File: config.mk
export PLATFORM = sky130hd
export DESIGN_NAME = csa_sum_divider_flat
export DESIGN_NICKNAME = d
export VERILOG_FILES = /design/src/rtl/csa_sum_divider_if.sv /design/src/rtl/csa_sum_divider.sv /design/src/flat_wrapper.sv
export SDC_FILE = /design/constraint.sdc
export NUM_CORES = 1
export LEC_CHECK = 0
export CORE_AREA = 2 2 87 89
export CTS_CLUSTER_SIZE = 20
export DETAILED_ROUTE_END_ITERATION = 10
export DIE_AREA = 0 0 89 91
export GPL_TIMING_DRIVEN = 0
export PLACE_DENSITY = 0.74
export SETUP_SLACK_MARGIN = 0.4
export SYNTH_ARGS = -nofsm -noshare
export SYNTH_HDL_FRONTEND = slang
export SYNTH_SLANG_ARGS = --single-unit
File: constraint.sdc
create_clock -name clk -period 2.22 [get_ports clk]
set_input_delay 0.555 -clock clk [delete_from_list [all_inputs] [get_ports clk]]
set_output_delay 0.555 -clock clk [all_outputs]
set_load 0.005 [all_outputs]
File: src/rtl/csa_sum_divider_if.sv
// Handshake bundle between the CSA sum producer, the restoring divider and the result consumer.
// The master side issues dividend/divisor and accepts results; the slave side is the divider.
interface csa_sum_divider_if #(
   parameter int W  = 16,
   parameter int DW = 8
);
   logic          in_valid;
   logic          in_ready;
   logic [W-1:0]  dividend;
   logic [DW-1:0] divisor;
   logic          out_valid;
   logic          out_ready;
   logic [W-1:0]  quotient;
   logic [DW-1:0] remainder;
   logic          div_by_zero;
   logic          busy;

   modport master (
      output in_valid, dividend, divisor, out_ready,
      input  in_ready, out_valid, quotient, remainder, div_by_zero, busy
   );

   modport slave (
      input  in_valid, dividend, divisor, out_ready,
      output in_ready, out_valid, quotient, remainder, div_by_zero, busy
   );
endinterface

File: src/rtl/csa_sum_divider.sv
// Restoring divider producing one quotient bit per clock from the CSA sum.
// Optional macro CSA_DIV_ROUND_NEAREST_EN rounds the quotient to nearest on completion.
module csa_sum_divider #(
   parameter int W  = 16,
   parameter int DW = 8
) (
   input logic               clk,
   input logic               rst,
   csa_sum_divider_if.slave  bus
);

   localparam int CW = $clog2(W);

   typedef enum logic [1:0] {
      IDLE = 2'd0,
      RUN  = 2'd1,
      DONE = 2'd2
   } state_t;

   state_t        state;
   logic [W-1:0]  dsr;
   logic [DW-1:0] dvr;
   logic [DW:0]   rem;
   logic [CW-1:0] cnt;

   logic [DW+1:0] rem_sh;
   logic [DW+1:0] trial;
   logic          fits;
   logic [DW:0]   rem_next;
   logic [W-1:0]  q_next;
   logic [W-1:0]  q_final;

   // The top bit of the widened trial is the borrow; the partial remainder stays below
   // the divisor, so the shifted value never reaches that bit and it is a true sign.
   always_comb begin
      rem_sh   = {rem, dsr[W-1]};
      trial    = rem_sh - {2'b00, dvr};
      fits     = ~trial[DW+1];
      rem_next = fits ? trial[DW:0] : rem_sh[DW:0];
      q_next   = {dsr[W-2:0], fits};
`ifdef CSA_DIV_ROUND_NEAREST_EN
      q_final  = q_next;
      if (({rem_next, 1'b0} >= {2'b00, dvr}) && (q_next != {W{1'b1}}))
         q_final = q_next + W'(1);
`else
      q_final  = q_next;
`endif
   end

   always_ff @(posedge clk or posedge rst) begin
      if (rst) begin
         state           <= IDLE;
         dsr             <= '0;
         dvr             <= '0;
         rem             <= '0;
         cnt             <= '0;
         bus.quotient    <= '0;
         bus.remainder   <= '0;
         bus.div_by_zero <= 1'b0;
         bus.out_valid   <= 1'b0;
         bus.busy        <= 1'b0;
         bus.in_ready    <= 1'b1;
      end else begin
         case (state)
            IDLE: begin
               if (bus.in_valid) begin
                  bus.busy     <= 1'b1;
                  bus.in_ready <= 1'b0;
                  if (bus.divisor == '0) begin
                     bus.quotient    <= '1;
                     bus.remainder   <= bus.dividend[DW-1:0];
                     bus.div_by_zero <= 1'b1;
                     bus.out_valid   <= 1'b1;
                     state           <= DONE;
                  end else begin
                     dsr   <= bus.dividend;
                     dvr   <= bus.divisor;
                     rem   <= '0;
                     cnt   <= '0;
                     state <= RUN;
                  end
               end
            end
            RUN: begin
               dsr <= q_next;
               rem <= rem_next;
               cnt <= cnt + CW'(1);
               if (cnt == CW'(W - 1)) begin
                  bus.quotient    <= q_final;
                  bus.remainder   <= rem_next[DW-1:0];
                  bus.div_by_zero <= 1'b0;
                  bus.out_valid   <= 1'b1;
                  state           <= DONE;
               end
            end
            DONE: begin
               // Result registers are left untouched on drain; only the valid flag clears.
               if (bus.out_ready) begin
                  bus.out_valid <= 1'b0;
                  bus.busy      <= 1'b0;
                  bus.in_ready  <= 1'b1;
                  state         <= IDLE;
               end
            end
            default: begin
               state <= IDLE;
            end
         endcase
      end
   end

endmodule

File: src/flat_wrapper.sv
// flat-port wrapper written by rule: the top's interface ports become plain ports
module csa_sum_divider_flat 
#(
   parameter int W  = 16,
   parameter int DW = 8
)
  (clk, rst, bus_in_valid, bus_dividend, bus_divisor, bus_out_ready, bus_in_ready, bus_out_valid, bus_quotient, bus_remainder, bus_div_by_zero, bus_busy);
  csa_sum_divider_if #(.W(W), .DW(DW)) bus_i ();
  input logic clk;
  input logic rst;
  input wire logic [$bits(bus_i.in_valid)-1:0] bus_in_valid;
  input wire logic [$bits(bus_i.dividend)-1:0] bus_dividend;
  input wire logic [$bits(bus_i.divisor)-1:0] bus_divisor;
  input wire logic [$bits(bus_i.out_ready)-1:0] bus_out_ready;
  output wire logic [$bits(bus_i.in_ready)-1:0] bus_in_ready;
  output wire logic [$bits(bus_i.out_valid)-1:0] bus_out_valid;
  output wire logic [$bits(bus_i.quotient)-1:0] bus_quotient;
  output wire logic [$bits(bus_i.remainder)-1:0] bus_remainder;
  output wire logic [$bits(bus_i.div_by_zero)-1:0] bus_div_by_zero;
  output wire logic [$bits(bus_i.busy)-1:0] bus_busy;
  assign bus_i.in_valid = bus_in_valid;
  assign bus_i.dividend = bus_dividend;
  assign bus_i.divisor = bus_divisor;
  assign bus_i.out_ready = bus_out_ready;
  assign bus_in_ready = bus_i.in_ready;
  assign bus_out_valid = bus_i.out_valid;
  assign bus_quotient = bus_i.quotient;
  assign bus_remainder = bus_i.remainder;
  assign bus_div_by_zero = bus_i.div_by_zero;
  assign bus_busy = bus_i.busy;
  csa_sum_divider #(.W(W), .DW(DW)) u_core (.clk(clk), .rst(rst), .bus(bus_i));
endmodule
## Word level (Yosys, flattened, before mapping)

Index checks and enable logic that the tools add are counted.

- Input bits: 28
- Word-level logic and storage cells: 69
- Bits in registers: 67

- Reductions and logical operators: 11
- Equality and inequality tests: 8
- Mux-type cells: 35
- Add/subtract/negate cells: 2
- Bitwise logic cells: 2

Operator list:

| kind | number |
|---|---|
| two-way mux 16 bit | 5 |
| one-hot mux 16 bit (2 select lines) | 2 |
| two-way mux 9 bit | 3 |
| two-way mux 8 bit | 3 |
| one-hot mux 9 bit (2 select lines) | 1 |
| one-hot mux 8 bit (2 select lines) | 1 |
| AND reduction 3 bit | 4 |
| subtractor 10 x 8 -> 10 bit | 1 |
| zero test 8 bit | 1 |
| two-way mux 1 bit | 8 |
| two-way mux 2 bit | 4 |
| two-way mux 4 bit | 2 |
| one-hot mux 4 bit (2 select lines) | 1 |
| != test 2 bit (second input constant) | 3 |
| one-hot mux 1 bit (2 select lines) | 3 |
| one-hot mux 2 bit (3 select lines) | 1 |
| AND reduction 5 bit | 1 |
| adder 4 x 1 -> 4 bit (second input constant) | 1 |
| == test 4 bit (second input constant) | 1 |
| != test 2 x 1 -> 1 bit (second input constant) | 2 |
| AND reduction 4 bit | 1 |
| nonzero test 2 bit | 2 |
| one-hot mux 1 bit (3 select lines) | 1 |
| nonzero test 3 bit | 1 |
| other kinds (4) | 5 |

## Depth between registers and ports, before layout

Gate-level depths: netlist (run 1).

- Depth in word-level cells: 4
- Depth in mapped cells: 10

## Worst setup path after synthesis (run 1)

Ideal clock, no wire load.

- Path type: register -> register
- Start: register u_core.rem[3]
- End: register u_core.bus.remainder[0]
- Clock period less this slack: 2.229 ns
- Library setup time: 0.121 ns
- Setup slack: -0.009 ns
- Data required time: 2.099 ns
- Cell stages (with the launch flop): 8
- Arrival: 2.108 ns
- Cells stage by stage: dfrtp_1 > ha_1 > a21o_1 > a211o_1 > o211a_1 > nor3_2 > mux2_2 > o22a_1

- Cells in the longest elaborated chain, start to end: 4

RTL lines:

| what | RTL line | RTL |
|---|---|---|
| start: declaration | csa_sum_divider.sv:23 | `logic [DW:0] rem;` |
| start signal: assignment | csa_sum_divider.sv:86 | `rem <= rem_next;` |
| subtractor 10 x 8 -> 10 bit | csa_sum_divider.sv:37 | `trial = rem_sh - {2'b00, dvr};` |
| two-way mux 9 bit | csa_sum_divider.sv:39 | `rem_next = fits ? trial[DW:0] : rem_sh[DW:0];` |
| two-way mux 8 bit | csa_sum_divider.sv:88 | `if (cnt == CW'(W - 1)) begin` |
| one-hot mux 8 bit (2 select lines) | csa_sum_divider.sv:64 | `case (state)` |
| end signal: assignment | csa_sum_divider.sv:71 | `bus.remainder <= bus.dividend[DW-1:0];` |
| end signal: assignment | csa_sum_divider.sv:90 | `bus.remainder <= rem_next[DW-1:0];` |
| end: declaration | csa_sum_divider_if.sv:25 | `output in_ready, out_valid, quotient, remainder, div_by_zero, busy` |

No other way between the ends. The select of a mux whose other input is x is not followed.
A chain may end at the register's enable or synchronous reset.

## Final worst setup path (run 1)

- Start: register u_core.rem[1]
- End: register u_core.bus.remainder[1]

Same word-level chain as after synthesis.

==> impl_summary.log, run 1 <==
INFO  metric run_status = complete, but fails checks
INFO  metric violations_in_the_final_reports = setup timing
INFO  metric power.ir.vdd_worst = 0.000939 V
INFO  metric worst_slew_pin_slew = around 0.87 ns
INFO  metric cts_made_buffers = 9
INFO  metric worstHoldPathCells = 3
INFO  metric crit_path_max_incr_delay = 0.45 ns
INFO  metric port-buffer-count = 55
INFO  metric cp_slowest_cell = sky130_fd_sc_hd__dfrtp_1
INFO  metric cts-root-buf = sky130_fd_sc_hd__clkbuf_8
INFO  metric syn-mean-instance-area = 8.99 um2
INFO  metric layout.cells.most_common = sky130_fd_sc_hd__dfrtp_1
INFO  metric syn_inst = approximately 370
INFO  metric synth_edf_count = 0
INFO  metric h-tree-depth = 3
INFO  metric timing.fmax = 427 MHz
INFO  metric synth_async_sr_flop_share = 1.00
INFO  metric count_of_nets_left_with_antenna_violations_after_detail_routing = 0
INFO  metric yosys.area.top_type_share = 0.498
INFO  metric post_synth_mux_area_share = 0.0155
INFO  metric initial_antenna_violation_count = 0
INFO  metric ys_seq_area_frac = 0.506
INFO  metric layoutNonFillerInstCount = 580
INFO  metric crit_chain = ha_1, nor2_2, a211oi_4, o211a_1, nor3_4, buf_6, mux2i_4, o22a_1
INFO  metric worst_r2r_startpoint = u_core.rem[1]
INFO  metric final.fill_count = 505
INFO  metric gp_routability_congestion = roughly 0.84
INFO  metric cts-root-to-sink-buffers = 2
INFO  metric placement.setup.worst_slack = -0.461 ns
INFO  metric clock_insertion_delay_worst_skew = 0.35 ns
INFO  metric post-route-drc-count = 0
INFO  metric synth.area.top_cells = sky130_fd_sc_hd__dfrtp_1 50%, sky130_fd_sc_hd__nand2_1 8.4%, sky130_fd_sc_hd__o21ai_0 6.3%
INFO  metric place_inst = 524
INFO  metric synth.cell_area = 0.00332 mm2
INFO  metric static_leak = 2.31 nW
INFO  metric synth_top_family_by_area = simple AND/OR/NAND/NOR gates
INFO  metric post-route-worst-setup-slack = -0.124 ns
INFO  metric grt_start_max_net_pins = 40
INFO  metric final_max_slew_viol_count = 0
INFO  metric layout-drive-gt1-share = 0.376
INFO  metric detailroute.via_count = 3362
INFO  metric die_w = 89 um
INFO  metric reg_to_reg_setup_timing_slack = -0.12 ns
INFO  metric worst_clock_skew = ~0.0067 ns
INFO  metric design.die.area = 0.00810 mm2
INFO  metric overflow_after_grt = 0
INFO  metric layout_worst_path_cycle_share = 1.06
INFO  metric post_synthesis_compound_gate_area_fraction = 0.186
INFO  metric cts.sinks = 67
INFO  metric number_of_drc_markers_after_the_initial_detailed_route_iteration = 271
INFO  metric firstDrtPassIters = 5
INFO  metric cp.buffers_inverters = 1
INFO  metric hp-class = primary input to flip-flop
INFO  metric crit_cells = 8
INFO  metric setup_repair_after_global_routing_missed_its_margin = true
INFO  metric synth.net_count = 407
INFO  metric design.final.nets = 514
INFO  metric grt_first_pass_wirelength = between 15 and 20 mm
INFO  metric total_routing_usage_reported_by_global_routing = 0.257
INFO  metric crit_family = simple AND/OR/NAND/NOR gates
INFO  metric net_sw_frac = 0.429
INFO  metric clkTransAtPathRegs = around 0.08 ns
INFO  metric timing_worst_setup_path_type = flip-flop to flip-flop
INFO  metric start_util = 0.465
INFO  metric timing.critical_path.from_type = flip-flop
INFO  metric maxSlewHeadroom = 0.420
INFO  metric tritoncts_clock_tree = built
INFO  metric relative_area_change_from_synthesis_to_final_layout = 56.5%
INFO  metric maxCapViolations = 0
INFO  metric worst_path_max_fanout = 5
INFO  metric switchingPower = 4.10 mW
INFO  metric yosys.area_share.simple = 0.192
INFO  metric fin_crit = 2.34 ns
INFO  metric via_count_of_the_first_global_routing_pass = about 3200
INFO  metric synth_flop_cell = sky130_fd_sc_hd__dfrtp_1
INFO  metric finalSetupViolCount = 16
INFO  metric worstHoldStart = bus_divisor[6]
INFO  metric antenna-diode-count = 0
INFO  metric detailedPlacementHpwl = 6.24 mm
INFO  metric rows = 31
INFO  metric endpoint_kind = flip-flop
INFO  metric worst_hold_path.endpoint = u_core.dvr[6]
INFO  metric synth_fa_ha_area_frac = 0.0400
INFO  metric cts_hold_repair.buffers = 0
INFO  metric drt_wl_total = 10.9 mm
INFO  metric intPower = 5.46 mW
INFO  metric core_footprint = 0.00714 mm2
INFO  metric comb_power_share = 0.636
INFO  metric hold_fails_final_rpt = 0
INFO  metric ys_types = 47
INFO  metric wl_per_cell = 18.9 um
INFO  metric worst_r2r_path_depth = 8
INFO  metric ioPinCount = 56
INFO  metric layout_common_cells = 66 x sky130_fd_sc_hd__dfrtp_1, 41 x sky130_fd_sc_hd__clkdlybuf4s50_1, 39 x sky130_fd_sc_hd__nand2_1, 29 x sky130_fd_sc_hd__nor2_1, 26 x sky130_fd_sc_hd__nand2_2
INFO  metric worstPathRequired = 2.51 ns
INFO  metric clock_power_frac = 0.122
INFO  metric route.detailed.vias_per_inst = 5.80
INFO  metric yosysWarningCount = 0
INFO  metric yosys.area.top_type = sky130_fd_sc_hd__dfrtp_1
INFO  metric xor_xnor_share_of_the_synthesized_area = 0.0158
INFO  metric dieHeight = 91 um
INFO  metric ys_seq_elements = 67
INFO  metric critPathArrivalTime = 2.63 ns
INFO  metric r2r-end = u_core.bus.remainder[1]
INFO  metric seq_power_share = 0.242
INFO  metric power_density = approximately 1800 mW/mm2
## sequential cells by signal, summed over array words and instances, names as in the netlist, 2 cells and up
signal                count
u_core.bus.remainder      8
u_core.bus.quotient      16
u_core.dsr               16
u_core.cnt                4
u_core.rem                9
u_core.dvr                8
u_core.state              2
## worst max-delay path by stage
stage	from	endpoint
6_report	u_core.rem[1]	u_core.bus.remainder[1]
5_1_grt	u_core.rem[1]	u_core.bus.remainder[3]
4_1_cts	u_core.rem[3]	u_core.bus.remainder[3]
3_5_place_dp	bus_divisor[5]	u_core.bus.remainder[5]
3_3_place_gp	bus_divisor[5]	u_core.bus.remainder[5]
2_1_floorplan	u_core.dvr[4]	u_core.bus.remainder[0]
## cells in the mapped netlist, drive strengths merged, types with 2 or more instances
library cell and count:
ha 9, a31oi 20, nand2b 6, nor2 39, a21o 3, and3 2, a211oi 3, o21bai 2
xnor2 2, a21oi 13, or4 2, nor3 6, o211ai 2, o22ai 2, nand2 75, o21ai 46
mux2i 4, dfrtp 66, or3 2, inv 14, nand3 12, o22a 3, xor2 4, buf 8
clkbuf 11
## power by group through the flow
| stage | Clock [mW] | Combinational (mW) | Sequential [mW] |
|---|---|---|---|
| after floorplan | 0 | 2.83 | 2.16 |
| after global routing | 1.22 | 6.52 | 2.37 |
| after CTS | 1.16 | 5.23 | 2.24 |
| after detailed placement | 0 | 4.09 | 2.23 |
| after global placement | 0 | 3.98 | 2.21 |
| final | 1.17 | 6.08 | 2.32 |
## worst register-to-register path, cell delays in order (launching register included)
cell	delay (ns)
sky130_fd_sc_hd__dfrtp_1	0.45
sky130_fd_sc_hd__ha_1	0.40
sky130_fd_sc_hd__nor2_2	0.20
sky130_fd_sc_hd__a211oi_4	0.07
sky130_fd_sc_hd__o211a_1	0.26
sky130_fd_sc_hd__nor3_4	0.28
sky130_fd_sc_hd__buf_6	0.20
sky130_fd_sc_hd__mux2i_4	0.27
sky130_fd_sc_hd__o22a_1	0.15
## per-layer routing
layer | vias to the layer above | wire (um) | track usage | share of wire
li1 | 1503 | - | - | -
met1 | 1647 | 4330 | 0.340 | 0.40
met2 | 176 | 5570 | 0.414 | 0.51
met3 | 36 | 742 | 0.0427 | 0.068
met4 | 0 | 307 | 0.106 | 0.028
met5 | - | 0 | 0 | 0
## timing repair
action,4_1_cts,5_1_grt
resized for setup,98,101
pin swaps,32,40
endpoints found under the setup margin,66,65
setup buffers,23,7
gates cloned,8,2
## area by class of cell
| cell class | count | area [um2] | area share |
|---|---|---|---|
| Clock inverter | 6 | 87.6 | 0.0169 |
| Buffer | 19 | 176 | 0.0340 |
| Clock buffer | 10 | 138 | 0.0265 |
| Tap cell | 99 | 124 | 0.0239 |
| Timing Repair Buffer | 95 | 986 | 0.190 |
| Sequential cell | 67 | 1680 | 0.323 |
| Multi-Input combinational cell | 270 | 1940 | 0.375 |
| Inverter | 14 | 56.3 | 0.0108 |
## through the flow
step	util	hold WS [ns]	power [mW]	TNS (ns)	cell area, um2
finish	0.727	0.402	9.56	-1.46	5190
global route	0.727	0.419	10.1	-2.01	5190
CTS	0.674	0.400	8.62	-0.423	4810
detailed placement	0.573	0.475	6.32	-16.08	4090
global placement	0.570	0.469	6.19	-15.06	4070
floorplan	-	0.452	4.99	0	3400
## cells by family after synthesis
| group | count (synthesis) |
|---|---|
| XOR/XNOR | 6 |
| AO/OA/AOI/OAI | 102 |
| multiplexers | 5 |
| flip-flops | 67 |
| adder cells (fa/ha/maj) | 10 |
| AND/OR/NAND/NOR | 146 |
| buffers and inverters | 33 |
Power figures use the tool's default switching activity.
==> run 2: changes to the inputs <==
Settings changed: CAP_MARGIN set to 20, PLACE_DENSITY 0.74 to 0.76.
==> impl_summary.log, run 2 (synthesized netlist as in run 1, its figures left out) <==
INFO  metric crit_path_max_incr_delay = around 0.45 ns
INFO  metric wl_per_cell = 20.1 um
INFO  metric maxCapViolations = 0
INFO  metric start_util = 0.465
INFO  metric placement.setup.worst_slack = -0.451 ns
INFO  metric power.ir.vdd_worst = 0.00137 V
INFO  metric number_of_drc_markers_after_the_initial_detailed_route_iteration = 294
INFO  metric hold_fails_final_rpt = 0
INFO  metric worstHoldPathCells = 3
INFO  metric setup_repair_after_global_routing_missed_its_margin = true
INFO  metric crit_family = simple AND/OR/NAND/NOR gates
INFO  metric finalSetupViolCount = 17
INFO  metric grt_first_pass_wirelength = approximately 16 mm
INFO  metric layoutNonFillerInstCount = slightly below 600
INFO  metric multi_input_area = 0.00201 mm2
INFO  metric timing.critical_path.from_type = flip-flop
INFO  metric post-route-worst-setup-slack = -0.205 ns
INFO  metric rows = 31
INFO  metric worst_path_max_fanout = 7
INFO  metric worstPathRequired = 2.45 ns
INFO  metric detailedPlacementHpwl = 6.36 mm
INFO  metric timing.fmax = 412 MHz
INFO  metric static_leak = 2.51 nW
INFO  metric h-tree-depth = 3
INFO  metric clock_insertion_delay_worst_skew = 0.37 ns
INFO  metric total_routing_usage_reported_by_global_routing = 0.261
INFO  metric hp-class = primary input to flip-flop
INFO  metric count_of_nets_left_with_antenna_violations_after_detail_routing = 0
INFO  metric detailroute.via_count = about 3500
INFO  metric seq_cell_area = roughly 0.0017 mm2
INFO  metric critPathArrivalTime = 2.66 ns
INFO  metric clkTransAtPathRegs = 0.09 ns
INFO  metric cp_slowest_cell = sky130_fd_sc_hd__dfrtp_1
INFO  metric maxSlewHeadroom = 0.599
INFO  metric timing_worst_setup_path_type = flip-flop to flip-flop
INFO  metric run_status = complete, but fails checks
INFO  metric port-buffer-count = 55
INFO  metric layout.cells.most_common = sky130_fd_sc_hd__dfrtp_1
INFO  metric finalCoreUtilization = 0.761
INFO  metric firstDrtPassIters = 5
INFO  metric dieHeight = 91 um
INFO  metric violations_in_the_final_reports = setup timing
INFO  metric gp_routability_congestion = around 0.85
INFO  metric route.detailed.vias_per_inst = 5.86
INFO  metric largest_registers = u_core.bus.quotient x16, u_core.dsr x16, u_core.rem x9
INFO  metric worst_clock_skew = 0.0156 ns
INFO  metric crit_chain = ha_1, nand2b_4, a211oi_4, nor3_4, nor3_4, buf_6, mux2i_4, o211ai_1
INFO  metric die_w = slightly below 90 um
INFO  metric antenna-diode-count = 0
INFO  metric worst_slew_pin_slew = 0.600 ns
INFO  metric post-route-drc-count = 0
INFO  metric cts.sinks = 67
INFO  metric place_inst = 524
INFO  metric overflow_after_grt = 0
INFO  metric drt_wl_total = about 12 mm
INFO  metric crit_cells = 8
INFO  metric cp.buffers_inverters = 1
INFO  metric ioPinCount = 56
INFO  metric layout_worst_path_cycle_share = 1.09
INFO  metric cts_made_buffers = 9
INFO  metric worst_hold_path.endpoint = u_core.dvr[0]
INFO  metric cts-root-buf = sky130_fd_sc_hd__clkbuf_8
INFO  metric worst_r2r_path_depth = 8
INFO  metric fin_crit = 2.43 ns
INFO  metric initial_antenna_violation_count = 0
INFO  metric relative_area_change_from_synthesis_to_final_layout = 63.7%
INFO  metric final_max_slew_viol_count = 0
INFO  metric final.fill_count = 450
INFO  metric endpoint_kind = flip-flop
INFO  metric cts-root-to-sink-buffers = 2
INFO  metric design.final.nets = between 500 and 600
INFO  metric tns = -1.79 ns
INFO  metric layout-drive-gt1-share = 0.422
INFO  metric cp_common_cell = sky130_fd_sc_hd__nor3_4
INFO  metric reg_to_reg_setup_timing_slack = -0.21 ns
INFO  metric via_count_of_the_first_global_routing_pass = 3258
INFO  metric layout_common_cells = 65 x sky130_fd_sc_hd__dfrtp_1, 34 x sky130_fd_sc_hd__nand2_2, 30 x sky130_fd_sc_hd__nor2_1, 29 x sky130_fd_sc_hd__nand2_1, 27 x sky130_fd_sc_hd__clkdlybuf4s50_1
INFO  metric tritoncts_clock_tree = built
INFO  metric core_footprint = 0.00714 mm2
INFO  metric power_density = 1890 mW/mm2
INFO  metric design.die.area = 0.00810 mm2
INFO  metric worstHoldStart = bus_divisor[0]
INFO  metric r2r-end = u_core.bus.remainder[3]
INFO  metric worst_r2r_startpoint = u_core.rem[0]
INFO  metric grt_start_max_net_pins = 43
run 2: cell count changes in the layout (fill, tap and decap cells not counted), sizes merged:
cell	before	now
clkinv	3	1
dlygate4sd2	1	2
clkdlybuf4s15	2	1
bufinv	2	3
clkinvlp	1	2
dlymetal6s2s	5	18
inv	14	15
nor2	40	39
buf	57	67
clkdlybuf4s50	41	27
run 2: power breakdown:
| group | leakage [nW] | switching (mW) | internal [mW] |
|---|---|---|---|
| Clock | 0.120 | 0.540 | 0.756 |
| Combinational | 1.60 | 3.40 | 3.21 |
| Sequential | 0.783 | 0.498 | 1.83 |
run 2: worst max-delay path by stage:
stage                   startpoint                 endpoint  slack (ns)
detailed placement  bus_divisor[5]  u_core.bus.remainder[5]       -0.45
finish               u_core.rem[0]  u_core.bus.remainder[3]       -0.21
CTS                  u_core.rem[3]  u_core.bus.remainder[3]       -0.05
global placement    bus_divisor[5]  u_core.bus.remainder[5]       -0.42
floorplan            u_core.dvr[4]  u_core.bus.remainder[0]        0.15
global route         u_core.rem[0]  u_core.bus.remainder[3]       -0.25
run 2: final cells by class:
type | instances | share of cell area
flip-flops and latches | 67 | 0.309
plain buffers | 19 | 0.0309
multi-input cells | 269 | 0.370
inverters | 14 | 0.0104
repair buffers | 105 | 0.211
clock buffers | 9 | 0.0228
well taps | 99 | 0.0228
clock inverters | 7 | 0.0228
run 2: metal layers:
layer	GRT usage	routed length, um	vias up
met5	0	0	-
met4	0.114	495	0
met3	0.0582	879	50
met2	0.417	6030	204
met1	0.337	4430	1679
li1	-	-	1521
run 2: stage by stage:
| step | instance area [um2] | hold WS (ns) | power [mW] |
|---|---|---|---|
| floorplan | 3400 | 0.452 | 4.99 |
| global route | 5430 | 0.380 | 10.7 |
| detailed placement | 4090 | 0.480 | 6.33 |
| finish | 5430 | 0.366 | 10.2 |
| global placement | 4070 | 0.471 | 6.17 |
| CTS | 4820 | 0.394 | 8.75 |
run 2: timing repair:
item	4_1_cts	5_1_grt
gates resized for setup	89	148
endpoints found under the hold margin	0	0
endpoints found under the setup margin	66	70
pin swaps	20	52
hold buffers	0	0
buffers inserted	23	18
cloned	6	2
run 2: worst min-delay path: cells and delay by family:
kind	cells	cell delay [ns]
and+or+nand+nor	2	0.08
buffers and inverters	1	0.07
